## src/rtl/reg_file_reader.sv

```systemverilog
// reg_file_reader: walks a range of register-file addresses and streams each word, tagged with its address, over valid/ready
//
// Ports:
//   clk, rst (async, active-low)
//   start, first_addr, count : launch a read-out of count words from first_addr (sampled in IDLE only)
//   abort                    : cancel a sequence in progress, no done pulse
//   rf_rd_addr / rf_rd_data  : registered address out, combinational data back from the register file
//   out_valid/out_ready      : output stream handshake carrying out_data and out_addr
//   out_parity               : XOR of the captured word, present only with REG_FILE_READER_PARITY_EN
//   busy                     : a sequence is in progress
//   done                     : one-cycle pulse after the final word is accepted, or after a start with count 0
module reg_file_reader #(
  parameter int DATA_W   = 16,
  parameter int NUM_REGS = 8,
  parameter int ADDR_W   = 3
) (
  input  logic              clk,
  input  logic              rst,
  input  logic              start,
  input  logic [ADDR_W-1:0] first_addr,
  input  logic [ADDR_W:0]   count,
  input  logic              abort,
  output logic [ADDR_W-1:0] rf_rd_addr,
  input  logic [DATA_W-1:0] rf_rd_data,
  output logic              out_valid,
  input  logic              out_ready,
  output logic [DATA_W-1:0] out_data,
  output logic [ADDR_W-1:0] out_addr,
`ifdef REG_FILE_READER_PARITY_EN
  output logic              out_parity,
`endif
  output logic              busy,
  output logic              done
);
  typedef enum logic [1:0] {IDLE, FETCH, SEND} state_t;
  state_t state;
  logic [ADDR_W:0] remaining;
  assign busy = state != IDLE;
  // rf_rd_addr doubles as the walking address, so it holds its last value in IDLE
  always_ff @(posedge clk or negedge rst) begin
    if (!rst) begin
      state      <= IDLE;
      remaining  <= '0;
      rf_rd_addr <= '0;
      out_valid  <= 1'b0;
      out_data   <= '0;
      out_addr   <= '0;
      done       <= 1'b0;
`ifdef REG_FILE_READER_PARITY_EN
      out_parity <= 1'b0;
`endif
    end else begin
      done <= 1'b0;
      case (state)
        IDLE: if (start) begin
          if (count != '0) begin
            rf_rd_addr <= first_addr;
            remaining  <= count;
            state      <= FETCH;
          end else done <= 1'b1;
        end
        FETCH: if (abort) state <= IDLE;
        else begin
          out_data  <= rf_rd_data;
          out_addr  <= rf_rd_addr;
          out_valid <= 1'b1;
`ifdef REG_FILE_READER_PARITY_EN
          out_parity <= ^rf_rd_data;
`endif
          state     <= SEND;
        end
        SEND: if (abort) begin
          out_valid <= 1'b0;
          state     <= IDLE;
        end else if (out_ready) begin
          out_valid <= 1'b0;
          remaining <= remaining - 1'b1;
          if (remaining == (ADDR_W+1)'(1)) begin
            done  <= 1'b1;
            state <= IDLE;
          end else begin
            rf_rd_addr <= rf_rd_addr + 1'b1;
            state      <= FETCH;
          end
        end
        default: state <= IDLE;
      endcase
    end
  end
endmodule
```

## config.mk

```make
export PLATFORM = sky130hd
export DESIGN_NAME = reg_file_reader
export DESIGN_NICKNAME = d
export VERILOG_FILES = /design/src/rtl/reg_file_reader.sv
export SDC_FILE = /design/constraint.sdc
export NUM_CORES = 1
export LEC_CHECK = 0
export ABC_AREA = 1
export BUFFER_PORTS_ARGS = -buffer_cell sky130_fd_sc_hd__buf_2
export CORE_UTILIZATION = 35
export DETAILED_ROUTE_END_ITERATION = 8
export PLACE_DENSITY = 0.7
export REMOVE_ABC_BUFFERS = 1
export SETUP_SLACK_MARGIN = 0.5
export SYNTH_ARGS = -nofsm -noshare
export SYNTH_HDL_FRONTEND = slang
export SYNTH_SLANG_ARGS = --single-unit
```

## constraint.sdc

```tcl
create_clock -name clk -period 2.2 [get_ports clk]
set_input_delay 0.44 -clock clk [delete_from_list [all_inputs] [get_ports clk]]
set_output_delay 0.44 -clock clk [all_outputs]
set_load 0.02 [all_outputs]
```

[Word-level counts from Yosys, hierarchy flattened]
Cells that the tools add are included.
Word-level totals
  register bits after elaboration: 30
  bits of input ports: 28
  logic and storage cells: 58
  output and inout bits: 25
Cells by class
  multiplexer cells: 28
  bitwise operators: 1
  add/sub/neg operators: 2
  eq/ne operators: 10
  reduce and logical (&&, ||, !) cells: 10
Operator list (count)
  two-way mux 4 bit: 4
  two-way mux 3 bit: 5
  inequality test 2 bit (second input constant): 6
  two-way mux 2 bit: 5
  two-way mux 1 bit: 9
  case mux 4 bit (2 select lines): 1
  case mux 2 bit (3 select lines): 1
  case mux 3 bit (2 select lines): 1
  AND reduction 3 bit: 2
  AND reduction 6 bit: 1
  nonzero test 2 bit: 3
  AND reduction 5 bit: 1
  equality test 4 x 1 -> 1 bit (second input constant): 1
  case mux 1 bit (2 select lines): 2
  nonzero test 4 bit: 1
  subtractor 4 x 1 -> 4 bit (second input constant): 1
  adder 3 x 1 -> 3 bit (second input constant): 1
  inequality test 3 bit (second input constant): 1
  equality test 2 x 1 -> 1 bit (second input constant): 1
  equality test 2 bit (second input constant): 1
  zero test 2 bit: 1
  AND reduction 2 bit: 1
  NOT 1 bit: 1

[Depth between registers and ports, before layout]
Gate-level depths: netlist of the first run.
  word-level depth: 5
  gate-level depth with buffers: 8
  gate-level depth less buffers: 8

[Worst setup path before layout of the first run]
Ideal clock, no wire load.
  kind: register to register
  start: reg remaining[0]
  end: reg remaining[2]
  data required time: 2.084 ns
  setup time: 0.116 ns
  stages on the path, launching flop included: 8
  slack: 1.013 ns
  buffers on the path: 0
  arrival time: 1.071 ns
  clock period less this slack: 1.187 ns
  cells stage by stage: dfrtp_1 -> inv_1 -> ha_1 -> or2_2 -> nand3_1 -> nand2_1 -> nand2_1 -> nand2_1
Between the ends
  cells in the longest elaborated chain, start to end: 4
RTL lines
  from (decl): RTL line 37  | logic [ADDR_W:0] remaining;
  from (signal assigned): RTL line 58  | remaining <= count;
  from (signal assigned): RTL line 77  | remaining <= remaining - 1'b1;
  subtractor 4 x 1 -> 4 bit: RTL line 77
  two-way mux 4 bit: RTL line 75  | end else if (out_ready) begin
  two-way mux 4 bit: RTL line 72  | SEND: if (abort) begin
  case mux 4 bit (2 select lines): RTL line 54  | case (state)
Every way passes these cells. The select of a mux whose other input is x is not followed.
A chain may end at the register's enable or synchronous reset.

[Worst setup path in the final report of the first run]
  start: reg state[1]
  end: out busy
Between the ends
  cells in the longest elaborated chain, start to end: 1
RTL lines
  from (decl): RTL line 36  | state_t state;
  from (signal assigned): RTL line 42  | state <= IDLE;
  from (signal assigned): RTL line 59  | state <= FETCH;
  from (signal assigned): RTL line 62  | FETCH: if (abort) state <= IDLE;
  nonzero test 2 bit: RTL line 38  | assign busy = state != IDLE;
  to (decl): RTL line 32  | output logic busy,
Every way passes these cells.

==> results.toml, run 1 <==
[synth]
synth_common_cells = "45 x nand2_1, 30 x dfrtp_1, 18 x mux2_4"
syn_area_mm2 = 0.00149
yosysUniqueCellTypes = 18
yosysMostFrequentCell = "nand2_1"
avgSynthCellArea_um2 = 10.3
yosys.area.top_type = "dfrtp_1"
syn_inst = 145
yosysSeqAreaShare_pct = 50.5
synthArstFlopShare_pct = 100
synth-seq-cells = 30
synthFlopType = "dfrtp_1"
synth_edf_count = 0
synth_warnings = 0
synth.area.top_cells = "dfrtp_1 50%, mux2_4 18%, nand2_1 11%, inv_1 3.3%, ha_1 2.5%"
synth_top_area_share_pct = 50.5

[sta]
tns_ps = 0
period_minus_slack_ps = 1580
fmax_mhz = 632
grt_setup_unrepaired = "no"
period_share_pct = 71.9
drv_slew = 0
finClkSkew_ps = 3.78
relSlewSlack_pct = 56.2
tightestPinTransition_ps = 657
hold_violations = 0
setup_violations = 0

[critical_path]
cp.required_ps = 1760
worst-setup-path-type = "reg2out"
r2r_cells = 4
crit_path_start_kind = "flip-flop"
cp.arrival_ps = 1140
cp-end-kind = "output port"
r2r_end = "out_data[15]"
reg2reg_from = "state[1]"
r2r_slack_ps = 720
path_max_fanout = 6

[drt]
drcViolationCount = 0
ant_nets = 0
drt-wirelength-per-cell_um = 12.2
vias = 1117
drt_iter0_drc = 77
drt-pass1-iter-count = 4
viasPerCell = 4.40
drt_wl_total_um = 3100

[cells_and_area]
antenna_cells = 0
syn_to_final_growth_pct = 26.6
drive_above_1_share_pct = 42.2
postLayoutCoreUtil_pct = 46.7
nets = 234

[pwr]
p_leak_nw = 1.07
p_per_area_mw_per_mm2 = 1510
peakVddDrop_mv = 0.487

[floorplan]
die_h_um = 67.2
io-pin-count = 53
start_util_pct = 36.9
core_area_mm2 = 0.00403
dieWidth_um = 67.2
die_area_mm2 = 0.00452
core.rowCount = 23

[global_route]
grt_overflow = 0
grt_pass1_vias = 1019
grt_use_total_pct = 14.4
grt_max_degree = 31
antenna_found_initial = 0
grt_pass1_wl_um = 4630

[place]
dp_hpwl_um = 2360
gp_congestion = 0.764
numPortBuffers = 52

[run]
maxCapViolCount = 0

[clock_tree]
clk_pin_slew_worst_paths_ps = 60
cts_resized = 0
postCtsSetupBuffers = 0
tritoncts = "built"
clk_latency_ps = 270
cts_buffer_depth = 2
cts.hold.buffers_added = 0
numClockSinks = 30
root_buffer = "clkbuf_8"
htree_levels = 2
cts_made_buffers = 5

[min_path]
hold_path_class = "in2async"

[status]
outcome = "complete, no violations"
[state kept, by name, summed over array words and instances, names as in the netlist]
signal	flops
state	2
done	1
remaining	4
rf_rd_addr	3
out_data	16
out_valid	1
out_addr	3
[worst max path at each step]
| stage | from | to | slack, ps |
|---|---|---|---|
| 6_report | state[1] | busy | 620 |
| 5_1_grt | state[1] | busy | 510 |
| 4_1_cts | state[1] | busy | 600 |
| 3_5_place_dp | abort | out_addr[0] | 660 |
| 3_3_place_gp | abort | out_data[6] | 670 |
| 2_1_floorplan | state[1] | out_addr[0] | 680 |
[layout by cell type, fill, tap and decap left out, types with 2 or more instances in the layout]
master | synthesis | final
nand3_1 | 7 | 7
dfrtp_1 | 30 | 30
buf_2 | 0 | 52
nor2_2 | 2 | 2
nand3_2 | 2 | 2
inv_1 | 13 | 13
nand2_1 | 45 | 45
buf_4 | 0 | 2
clkbuf_8 | 0 | 6
nor2_1 | 9 | 9
mux2_4 | 18 | 18
ha_1 | 3 | 3
o21ai_0 | 6 | 6
[worst max-delay path, stage by stage, from the launching register on]
cell and delay [ps]:
dfrtp_1 440, nor2_1 220, inv_1 60, buf_2 160
[routing by layer]
layer | wire length (µm) | global-route usage [%]
met1 | 1370 | 18.2
met5 | 0 | 0
met3 | 173 | 5.24
met4 | 35 | 7.18
met2 | 1520 | 21.5
[through the flow]
step                      instances  hold slack (ps)  worst slack [ps]  area, µm²  total power [mW]
after CTS                       254              204               597       1880              2.88
after global routing            254              237               511       1880              3.06
final                           254              195               618       1880              2.84
after floorplan                 142              144               685       1450              1.98
after detailed placement        246              493               662       1790              2.41
after global placement          246              486               672       1790              2.38
[cell families after synthesis]
logic type	share of synthesized area (%)
compound gates	2.78
flops	50.5
simple gates	18.9
mux	18.9
buf+inv	5.80
fa+ha+maj	2.52
xor+xnor	0.589
[report_power, final]
group	internal (mW)	switching, mW	leakage, nW	total, mW
Combinational	0.615	0.769	0.660	1.38
Sequential	0.822	0.190	0.363	1.01
Clock	0.252	0.191	0.0482	0.443
Total	1.69	1.15	1.07	2.84
[final cells by class]
type,instances,area (µm²)
clock buffer,7,86.3
clock inverter,1,5.00
fill,397,2150
inverter,14,52.6
multi-input combinational,98,651
sequential,30,751
tap,50,62.6
timing repair buffer,54,275
Power figures use the tool's default switching activity.
==> run 2: changes to the inputs <==
--- a/config.mk
+++ b/config.mk
@@ -9,7 +9,7 @@
 export BUFFER_PORTS_ARGS = -buffer_cell sky130_fd_sc_hd__buf_2
 export CORE_UTILIZATION = 35
 export DETAILED_ROUTE_END_ITERATION = 8
-export PLACE_DENSITY = 0.7
+export PLACE_DENSITY = 0.72
 export REMOVE_ABC_BUFFERS = 1
 export SETUP_SLACK_MARGIN = 0.5
 export SYNTH_ARGS = -nofsm -noshare
==> constraint.sdc (replaced) <==
create_clock -name clk -period 1.45 [get_ports clk]
set_input_delay 0.29 -clock clk [delete_from_list [all_inputs] [get_ports clk]]
set_output_delay 0.29 -clock clk [all_outputs]
set_load 0.02 [all_outputs]
==> results.toml, run 2 (synthesized netlist as in run 1, its figures left out) <==
[floorplan]
die_h_um = 67.2
core_area_mm2 = 0.00403
die_area_mm2 = 0.00452
core.rowCount = 23
io-pin-count = 53
start_util_pct = 36.9
dieWidth_um = 67.2

[cells_and_area]
largestRegisters = "out_data x16, remaining x4"
mostFrequentLayoutCells = "38 x nand2_1, 29 x dfrtp_1, 27 x buf_2, 27 x buf_6, 23 x buf_4"
regMostFlops = "out_data"
nets = 262
postLayoutCoreUtil_pct = 61.1
largest_reg_flops = 16
antenna_cells = 0
syn_to_final_growth_pct = 65.6
drive_above_1_share_pct = 59.1
layout_commonest_cell = "nand2_1"

[critical_path]
r2r_cells = 4
startpoint = "state[1]"
worstSetupEndpoint = "busy"
r2r_slack_ps = 130
worst-setup-path-type = "reg2out"
critical-path-slowest-cell = "dfrtp_2"
crit_path_start_kind = "flip-flop"
cp.arrival_ps = 1040
path_max_fanout = 5
cp.required_ps = 1160
cp-end-kind = "output port"
path_cells = "nor2_4, inv_2, buf_6"
path_depth = 3
r2r_end = "out_data[14]"
cp_num_buf_inv = 2
reg2reg_from = "state[1]"
critPathMaxStageDelay_ps = 460
critical-path-top-delay-family = "flip-flops"

[global_route]
grt_pass1_vias = 1183
antenna_found_initial = 0
grt_use_total_pct = 16.3
grt_overflow = 0
grt_max_degree = 31
grt_pass1_wl_um = 5350

[sta]
relSlewSlack_pct = 73.8
drv_slew = 0
period_minus_slack_ps = 1330
tns_ps = 0
fmax_mhz = 751
setup_violations = 0
period_share_pct = 91.8
tightestPinTransition_ps = 389
grt_setup_unrepaired = "yes"
hold_violations = 0
finClkSkew_ps = 2.16

[clock_tree]
tritoncts = "built"
htree_levels = 2
root_buffer = "clkbuf_8"
clk_pin_slew_worst_paths_ps = 60
numClockSinks = 30
clk_latency_ps = 280
cts_buffer_depth = 2
cts_made_buffers = 5

[drt]
vias = 1273
drt-pass1-iter-count = 4
drt_iter0_drc = 47
drt_wl_total_um = 3630
viasPerCell = 4.51
drcViolationCount = 0
ant_nets = 0
drt-wirelength-per-cell_um = 12.9

[pwr]
peakVddDrop_mv = 0.917
p_leak_nw = 1.30
p_per_area_mw_per_mm2 = 2370

[place]
numPortBuffers = 52
dp_hpwl_um = 2240
gp_congestion = 0.820

[min_path]
hold_path_class = "in2reg"

[status]
outcome = "complete, no violations"

[run]
maxCapViolCount = 0
[run 2: cell count changes in the layout (fill, tap and decap cells not counted), sizes merged]
| cell | before | now |
|---|---|---|
| clkinv | 1 | 2 |
| buf | 54 | 80 |
| bufinv | 0 | 1 |
| clkbuf | 7 | 6 |
| dlygate4sd3 | 0 | 1 |
[run 2: how the worst min path moves through the flow]
| stage | startpoint | to | slack [ps] | cells after the start |
|---|---|---|---|---|
| final | rf_rd_data[2] | out_data[2] | 240 | 2 |
| after detailed placement | rst | rf_rd_addr[2] | 260 | 2 |
| after CTS | rf_rd_data[2] | out_data[2] | 230 | 2 |
| after global routing | rf_rd_data[0] | out_data[0] | 220 | 2 |
| after floorplan | rst | done | -6 | 0 |
| after global placement | rst | rf_rd_addr[2] | 250 | 2 |
[run 2: area by class of cell]
cell class,instances,area (µm²)
Clock buffer,5,68.8
Clock inverter,3,40.0
Fill cell,330,1570
Inverter,14,52.6
Multi-Input combinational cell,98,773
Sequential cell,30,752
Tap cell,50,62.6
Timing Repair Buffer,82,714
[run 2: routing by layer]
| metal | vias up | GRT usage, % | share of wire (%) |
|---|---|---|---|
| li1 | 638 | - | - |
| met1 | 591 | 19.8 | 44 |
| met2 | 37 | 27.0 | 51 |
| met3 | 7 | 5.07 | 4.4 |
| met4 | 0 | 5.59 | 1.2 |
| met5 | - | 0 | 0 |
[run 2: through the flow]
stage / hold WS (ps) / total power, mW / setup slack (ps) / cells / area [µm²]
global route: 222 / 6.22 / 86.3 / 282 / 2460
finish: 237 / 5.84 / 119 / 282 / 2460
global placement: 254 / 3.61 / 202 / 246 / 1820
CTS: 227 / 5.53 / 130 / 276 / 2310
floorplan: -5.59 / 3.01 / -65.0 / 142 / 1450
detailed placement: 258 / 3.67 / 166 / 246 / 1820
[run 2: timing repair]
item,in CTS,in global routing
hold buffers,1,0
cloned,1,1
setup endpoints to repair,55,55
setup buffers,20,5
gates resized for setup,63,22
endpoints found under the hold margin,30,0
pin swaps,2,8
[run 2: report_power, final]
group,switching (mW),internal (mW)
clock,0.319,0.505
combinational,1.49,1.93
sequential,0.354,1.25
